## src/rtl/edit_btn_repeater.sv

```systemverilog
// Turns the debounced hours/minutes edit-button levels into single-cycle increment
// pulses: one on press, then auto-repeat while held; a two-button chord locks editing out.
module edit_btn_repeater #(
    parameter int HOLD_CYCLES   = 50_000_000,
    parameter int REPEAT_CYCLES = 10_000_000
) (
    input  logic       clk,
    input  logic       reset,
    input  logic       enable,
    input  logic [1:0] btn_lvl,
    output logic [1:0] edit_pulse,
    output logic       editing
);

    localparam int MAX_CYCLES = (HOLD_CYCLES > REPEAT_CYCLES) ? HOLD_CYCLES : REPEAT_CYCLES;
    localparam int CNT_W      = $clog2(MAX_CYCLES + 1);

    localparam logic [CNT_W-1:0] HOLD_LOAD   = CNT_W'(HOLD_CYCLES - 1);
    localparam logic [CNT_W-1:0] REPEAT_LOAD = CNT_W'(REPEAT_CYCLES - 1);
    localparam logic [CNT_W-1:0] CNT_ZERO    = CNT_W'(0);
    localparam logic [CNT_W-1:0] CNT_ONE     = CNT_W'(1);

    typedef enum logic [1:0] {
        IDLE   = 2'd0,
        PRESS  = 2'd1,
        REPEAT = 2'd2,
        LOCK   = 2'd3
    } state_t;

    state_t           state_r;
    state_t           state_s;
    logic [CNT_W-1:0] cnt_r;
    logic [CNT_W-1:0] cnt_s;
    logic             sel_r;
    logic             sel_s;
    logic [1:0]       pulse_s;
    logic             editing_s;

    // Next-state, shared counter and pulse decode
    always_comb begin
        state_s = state_r;
        cnt_s   = cnt_r;
        sel_s   = sel_r;
        pulse_s = 2'b00;
        if (!enable) begin
            state_s = IDLE;
            cnt_s   = CNT_ZERO;
        end else begin
            case (state_r)
                IDLE: begin
                    case (btn_lvl)
                        2'b01: begin
                            state_s = PRESS;
                            sel_s   = 1'b0;
                            pulse_s = 2'b01;
                            cnt_s   = HOLD_LOAD;
                        end
                        2'b10: begin
                            state_s = PRESS;
                            sel_s   = 1'b1;
                            pulse_s = 2'b10;
                            cnt_s   = HOLD_LOAD;
                        end
                        2'b11: begin
                            state_s = LOCK;
                        end
                        default: begin
                            state_s = IDLE;
                        end
                    endcase
                end
                PRESS, REPEAT: begin
                    // Release is checked first so it beats a repeat falling due on the same edge
                    if (!btn_lvl[sel_r]) begin
                        state_s = IDLE;
                        cnt_s   = CNT_ZERO;
                    end else if (btn_lvl[~sel_r]) begin
                        state_s = LOCK;
                        cnt_s   = CNT_ZERO;
                    end else if (cnt_r == CNT_ZERO) begin
                        state_s = REPEAT;
                        pulse_s = sel_r ? 2'b10 : 2'b01;
                        cnt_s   = REPEAT_LOAD;
                    end else begin
                        cnt_s   = cnt_r - CNT_ONE;
                    end
                end
                LOCK: begin
                    if (btn_lvl == 2'b00) begin
                        state_s = IDLE;
                    end else begin
                        state_s = LOCK;
                    end
                end
                default: begin
                    state_s = IDLE;
                    cnt_s   = CNT_ZERO;
                end
            endcase
        end
        editing_s = (state_s == PRESS) || (state_s == REPEAT);
    end

    // State, counter, channel select and registered outputs
    always_ff @(posedge clk or negedge reset) begin
        if (!reset) begin
            state_r    <= IDLE;
            cnt_r      <= CNT_ZERO;
            sel_r      <= 1'b0;
            edit_pulse <= 2'b00;
            editing    <= 1'b0;
        end else begin
            state_r    <= state_s;
            cnt_r      <= cnt_s;
            sel_r      <= sel_s;
            edit_pulse <= pulse_s;
            editing    <= editing_s;
        end
    end

endmodule
```

## config.mk

```make
export PLATFORM = sky130hd
export DESIGN_NAME = edit_btn_repeater
export DESIGN_NICKNAME = d
export VERILOG_FILES = /design/src/rtl/edit_btn_repeater.sv
export SDC_FILE = /design/constraint.sdc
export NUM_CORES = 1
export LEC_CHECK = 0
export CAP_MARGIN = 10
export CORE_MARGIN = 2
export CORE_UTILIZATION = 30
export DETAILED_ROUTE_END_ITERATION = 7
export HOLD_SLACK_MARGIN = 0.12
export SETUP_SLACK_MARGIN = 0.3
export SLEW_MARGIN = 5
export SYNTH_ARGS = -nofsm -noshare
export SYNTH_HDL_FRONTEND = slang
export SYNTH_SLANG_ARGS = --single-unit
export TNS_END_PERCENT = 20
```

## constraint.sdc

```tcl
create_clock -name clk -period 3.4 [get_ports clk]
set_input_delay 0.34 -clock clk [delete_from_list [all_inputs] [get_ports clk]]
set_output_delay 0.34 -clock clk [all_outputs]
set_load 0.02 [all_outputs]
```

* Word-level counts from Yosys, hierarchy flattened
Index checks and enable logic that the tools add are counted.
Operators by class: $add $sub $neg 1, multiply operators 0, div/mod/pow operators 0, magnitude comparators 2, equality and inequality tests 10, shifts and indexed selects 0, mux-type cells 25, bitwise gates (word level) 1, reductions and logical operators 9
Operators with widths (count):
- two-way mux 26 bit | 5
- case mux 26 bit (2 select lines) | 1
- zero test 26 bit | 1
- subtractor 26 x 1 -> 26 bit (second input constant) | 1
- two-way mux 2 bit | 10
- case mux 2 bit (2 select lines) | 3
- equality test 2 bit (second input constant) | 5
- equality test 2 x 1 -> 1 bit (second input constant) | 3
- case mux 2 bit (3 select lines) | 1
- zero test 2 bit | 2
- less-than comparator 1 x 2 -> 1 bit (second input constant) | 2
- two-way mux 1 bit | 4
- OR reduction 2 bit | 2
- != test 3 x 1 -> 1 bit (second input constant) | 1
- != test 3 bit (second input constant) | 1
- AND reduction 3 bit | 1
- case mux 1 bit (2 select lines) | 1
- AND reduction 2 bit | 1
- nonzero test 2 bit | 1
- logical OR 1 bit | 1
- inverter 1 bit | 1
Word-level totals: register bits after elaboration 32, latch bits 0, memory bits (writable) 0, memory bits (read-only) 0, memories 0

* Logic depth before layout (Yosys ltp)
word-level depth 9, mapped depth 10, gate-level depth less buffers 8

* Worst setup path after synthesis
OpenSTA, ideal clock, no wires.
path kind register to register, from register cnt_r[0], to register cnt_r[0], setup time 0.065 ns, data arrival time 2.043 ns, data required time 3.335 ns, path slack 1.292 ns, cell stages (with the launch flop) 9, path buffers 1, cell sequence dfrtp_1 > inv_1 > ha_1 > nor3b_1 > nand2_2 > or3_1 > clkbuf_1 > a21oi_1 > o221a_2
Between the ends: word-level cells in the longest chain between the ends 6, elaborated cells between the ends (all ways) 7, classes of those cells add/sub (1); mux (5); reduce/logical (1)
Ends and longest elaborated chain:
- start: declaration | RTL line 32 | logic [CNT_W-1:0] cnt_r;
- start signal: assignment | RTL line 114 | cnt_r <= cnt_s;
- subtractor 26 x 1 -> 26 bit / zero test 26 bit (equally long branches) | RTL line 85, 80
- two-way mux 26 bit (*) | RTL line 80 | end else if (cnt_r == CNT_ZERO) begin
- two-way mux 26 bit (*) | RTL line 77 | end else if (btn_lvl[~sel_r]) begin
- two-way mux 26 bit (*) | RTL line 74 | if (!btn_lvl[sel_r]) begin
- case mux 26 bit (2 select lines) (*) | RTL line 49 | case (state_r)
- two-way mux 26 bit (*) | RTL line 45 | if (!enable) begin
Every way passes the cells marked *; elsewhere a longest branch is shown, timed or not. A chain may end at the register's enable or synchronous reset.

* Worst setup path after layout
from input btn_lvl[1], to register cnt_r[8]
Between the ends: word-level cells in the longest chain between the ends 6, elaborated cells between the ends (all ways) 13, classes of those cells eq/ne (3); mux (8); reduce/logical (2)
Ends and longest elaborated chain:
- start: declaration | RTL line 10 | input logic [1:0] btn_lvl,
- two-way mux 1 bit (implied by the code) (2 in a row) | RTL line 77
- two-way mux 26 bit | RTL line 77
- two-way mux 26 bit | RTL line 74
- case mux 26 bit (2 select lines) | RTL line 49
- two-way mux 26 bit | RTL line 45
Parallel ways exist; a longest one is shown, timed or not. The select of a mux whose other input is x is not followed.

==> metrics.cfg <==
[timing]
slew_violations=0
fmax_mhz=370.5
setup_viol=0
post-route-min-period_ns=2.699
min_period_over_period_pct=79.38
finClkSkew_ns=0.008741
max_slew_margin_pct=51.87
rsz0062_at_grt=false
totalNegativeSetupSlack_ns=0
hold_viol=0
worst_pin_slew_ns=0.7193

[worst_setup_path]
cp.required_ns=3.59
cpPeakStageDelay_ns=0.65
critical_path.max_fanout=15
critPathTopFamily=simple AND/OR/NAND/NOR gates
critPathKind=primary input to register
start_kind=primary input
cp_data_arrival_time_ns=2.89
path_cells=clkdlybuf4s50_1 > inv_1 > ha_1 > mux2_2 > nand2_1 > or3_1 > or2_1 > o31ai_1
reg2reg_depth=8
crit_cells=8
path_buf_inv=2
cp_slowest_cell=clkdlybuf4s50_1
cp-end-kind=register

[final_layout]
fin_nets=268
n_fill_cell=732
fin_util_pct=34.84
diodes=0
final_cell_mix=32 x dfrtp_1, 28 x o21ai_0, 22 x nor2_1, 21 x nand2_1, 13 x nor3_1
final_common_cell=dfrtp_1
stdcell_area_sq_mm=0.002380
drive_gt1_share_pct=9.449
final_cells=350
area_delta_synth_final_pct=11.23

[clock_network]
cts_tree=done
cts_root_buf=clkbuf_8
htree_num_levels=2
cts_resized=0
clk_pin_slew_ns=0.07
cts_setup_buffers=0
clk_latency_ns=0.29
clock_path_buffers=2
cts_buffers=5
cts_hold_buf=0
cts.sinks=32

[place]
gp_congestion=0.8457
hpwl_microns=3684
placement.cell_area_sq_mm=0.002302
dp.cells=343
port_buffers=7

[die]
dieArea_sq_mm=0.007823
dieHeight_microns=88.45
coreArea_sq_mm=0.006832
io_pins=8
num_rows=30
die-width_microns=88.45
start_util_pct=31.32

[yosys]
synth_cell_types=51
synth_fp_nets=263
synth_area_leaders=dfrtp_1 37%, o21ai_0 6.5%, ha_1 5.3%
synth-edff-count=0
synth_top_area_share_pct=37.43
ys_warn_count=0
synth_seq_cells=32
postSynthAreaPerCell_sq_um=8.593
ys.flop_type=dfrtp_1
synthArstFlopShare_pct=100.0
synth_cells=249
synth_area_leader_cell=dfrtp_1
syn_area_sq_mm=0.002140
seq_area_frac_synth_pct=37.43

[routing]
vias=1922
drc=0
drt_wl_total_microns=5271
routed_via_density=5.491
drt_iter0_markers=154
final_antenna_net_count=0
firstDrtPassIters=4
wl_per_cell_microns=15.06

[hold_path]
min_path_type=primary input to asynchronous set/reset pin

[power_and_ir_drop]
ir_drop_mv=0.3040
powerDensity_mw_per_mm2=815.9
power.leakage_uw=0.0009883
power_uw=1942

[job]
maxCapViolCount=0

[global_route]
grt_pass1_wl_microns=8845
track_usage_pct=14.74
grt_pass1_vias=1710
overflow=0
antenna_found_initial=0
grt_start_max_net_pins=33

[run_status]
status=finished clean

-- worst paths after layout --
kind | startpoint | end | slack [ns]
max | btn_lvl[1] | cnt_r[8] | 0.70
min | reset | cnt_r[4] | 0.45
max reg2reg | cnt_r[0] | edit_pulse[1] | 0.80
min reg2reg | cnt_r[24] | cnt_r[24] | 0.48
max in group asynchronous | reset | cnt_r[0] | 2.63
min in group clk | cnt_r[24] | cnt_r[24] | 0.48
-- where the power goes --
part / switching (uW) / internal (uW) / leakage [uW]
Sequential: 160 / 502 / 0.000424
Combinational: 611 / 386 / 0.000523
Clock: 144 / 139 / 0.0000410
-- logic make-up (layout without fill, tap and decap cells) --
family	after synthesis	in the layout	synth area share, %
AOI/OAI and AO/OA	77	77	22.87
adders and majority gates	9	9	5.263
buffers and inverters	21	26	3.918
DFF	32	32	37.43
muxes	6	6	2.982
and+or+nand+nor	104	104	27.54
-- synthesized netlist by cell type (8+ instances only) --
library cell and count:
inv_1 9, nor3_1 13, nor2_1 22, dfrtp_1 32
clkbuf_1 8, nand2_1 21, nand3_1 11, o21ai_0 28
ha_1 9, a21oi_1 12
-- metal layers --
layer	wire [microns]	up-vias	global-route usage, %
met5	0	-	0
met4	109	0	5.785
met3	224	12	2.799
met2	2331	54	21.67
met1	2606	929	21.34
li1	-	927	-
-- stage by stage --
stage / hold WS [ns] / worst slack (ns)
finish: 0.4486 / 0.7010
global placement: 0.4680 / 0.5148
floorplan: 0.04441 / 1.292
detailed placement: 0.4710 / 0.4230
CTS: 0.4695 / 0.7415
global route: 0.5064 / 0.5188
-- flip-flops by register name, summed over array words and instances (netlist names) --
name,count
edit_pulse,2
cnt_r,26
state_r,2
sel_r,1
editing,1
-- cell type report --
cell class,count,area (sq um),share of cell area (%)
Inverter,9,33.78,1.420
Clock buffer,6,72.57,3.049
Multi-Input combinational cell,196,1255,52.73
Clock inverter,1,5.005,0.2103
Tap cell,96,120.1,5.047
Sequential cell,32,800.8,33.65
Timing Repair Buffer,10,92.59,3.891
-- worst reg2reg max path: stages, from the launching register on --
cell     delay (ns)
dfrtp_1        0.46
inv_1          0.09
ha_1           0.17
nor3b_1        0.56
nand2_2        0.29
or3_1          0.53
nor2_1         0.20
a32oi_1        0.14
nor2_1         0.10
No activity file was read; power rests on OpenSTA's default activity.
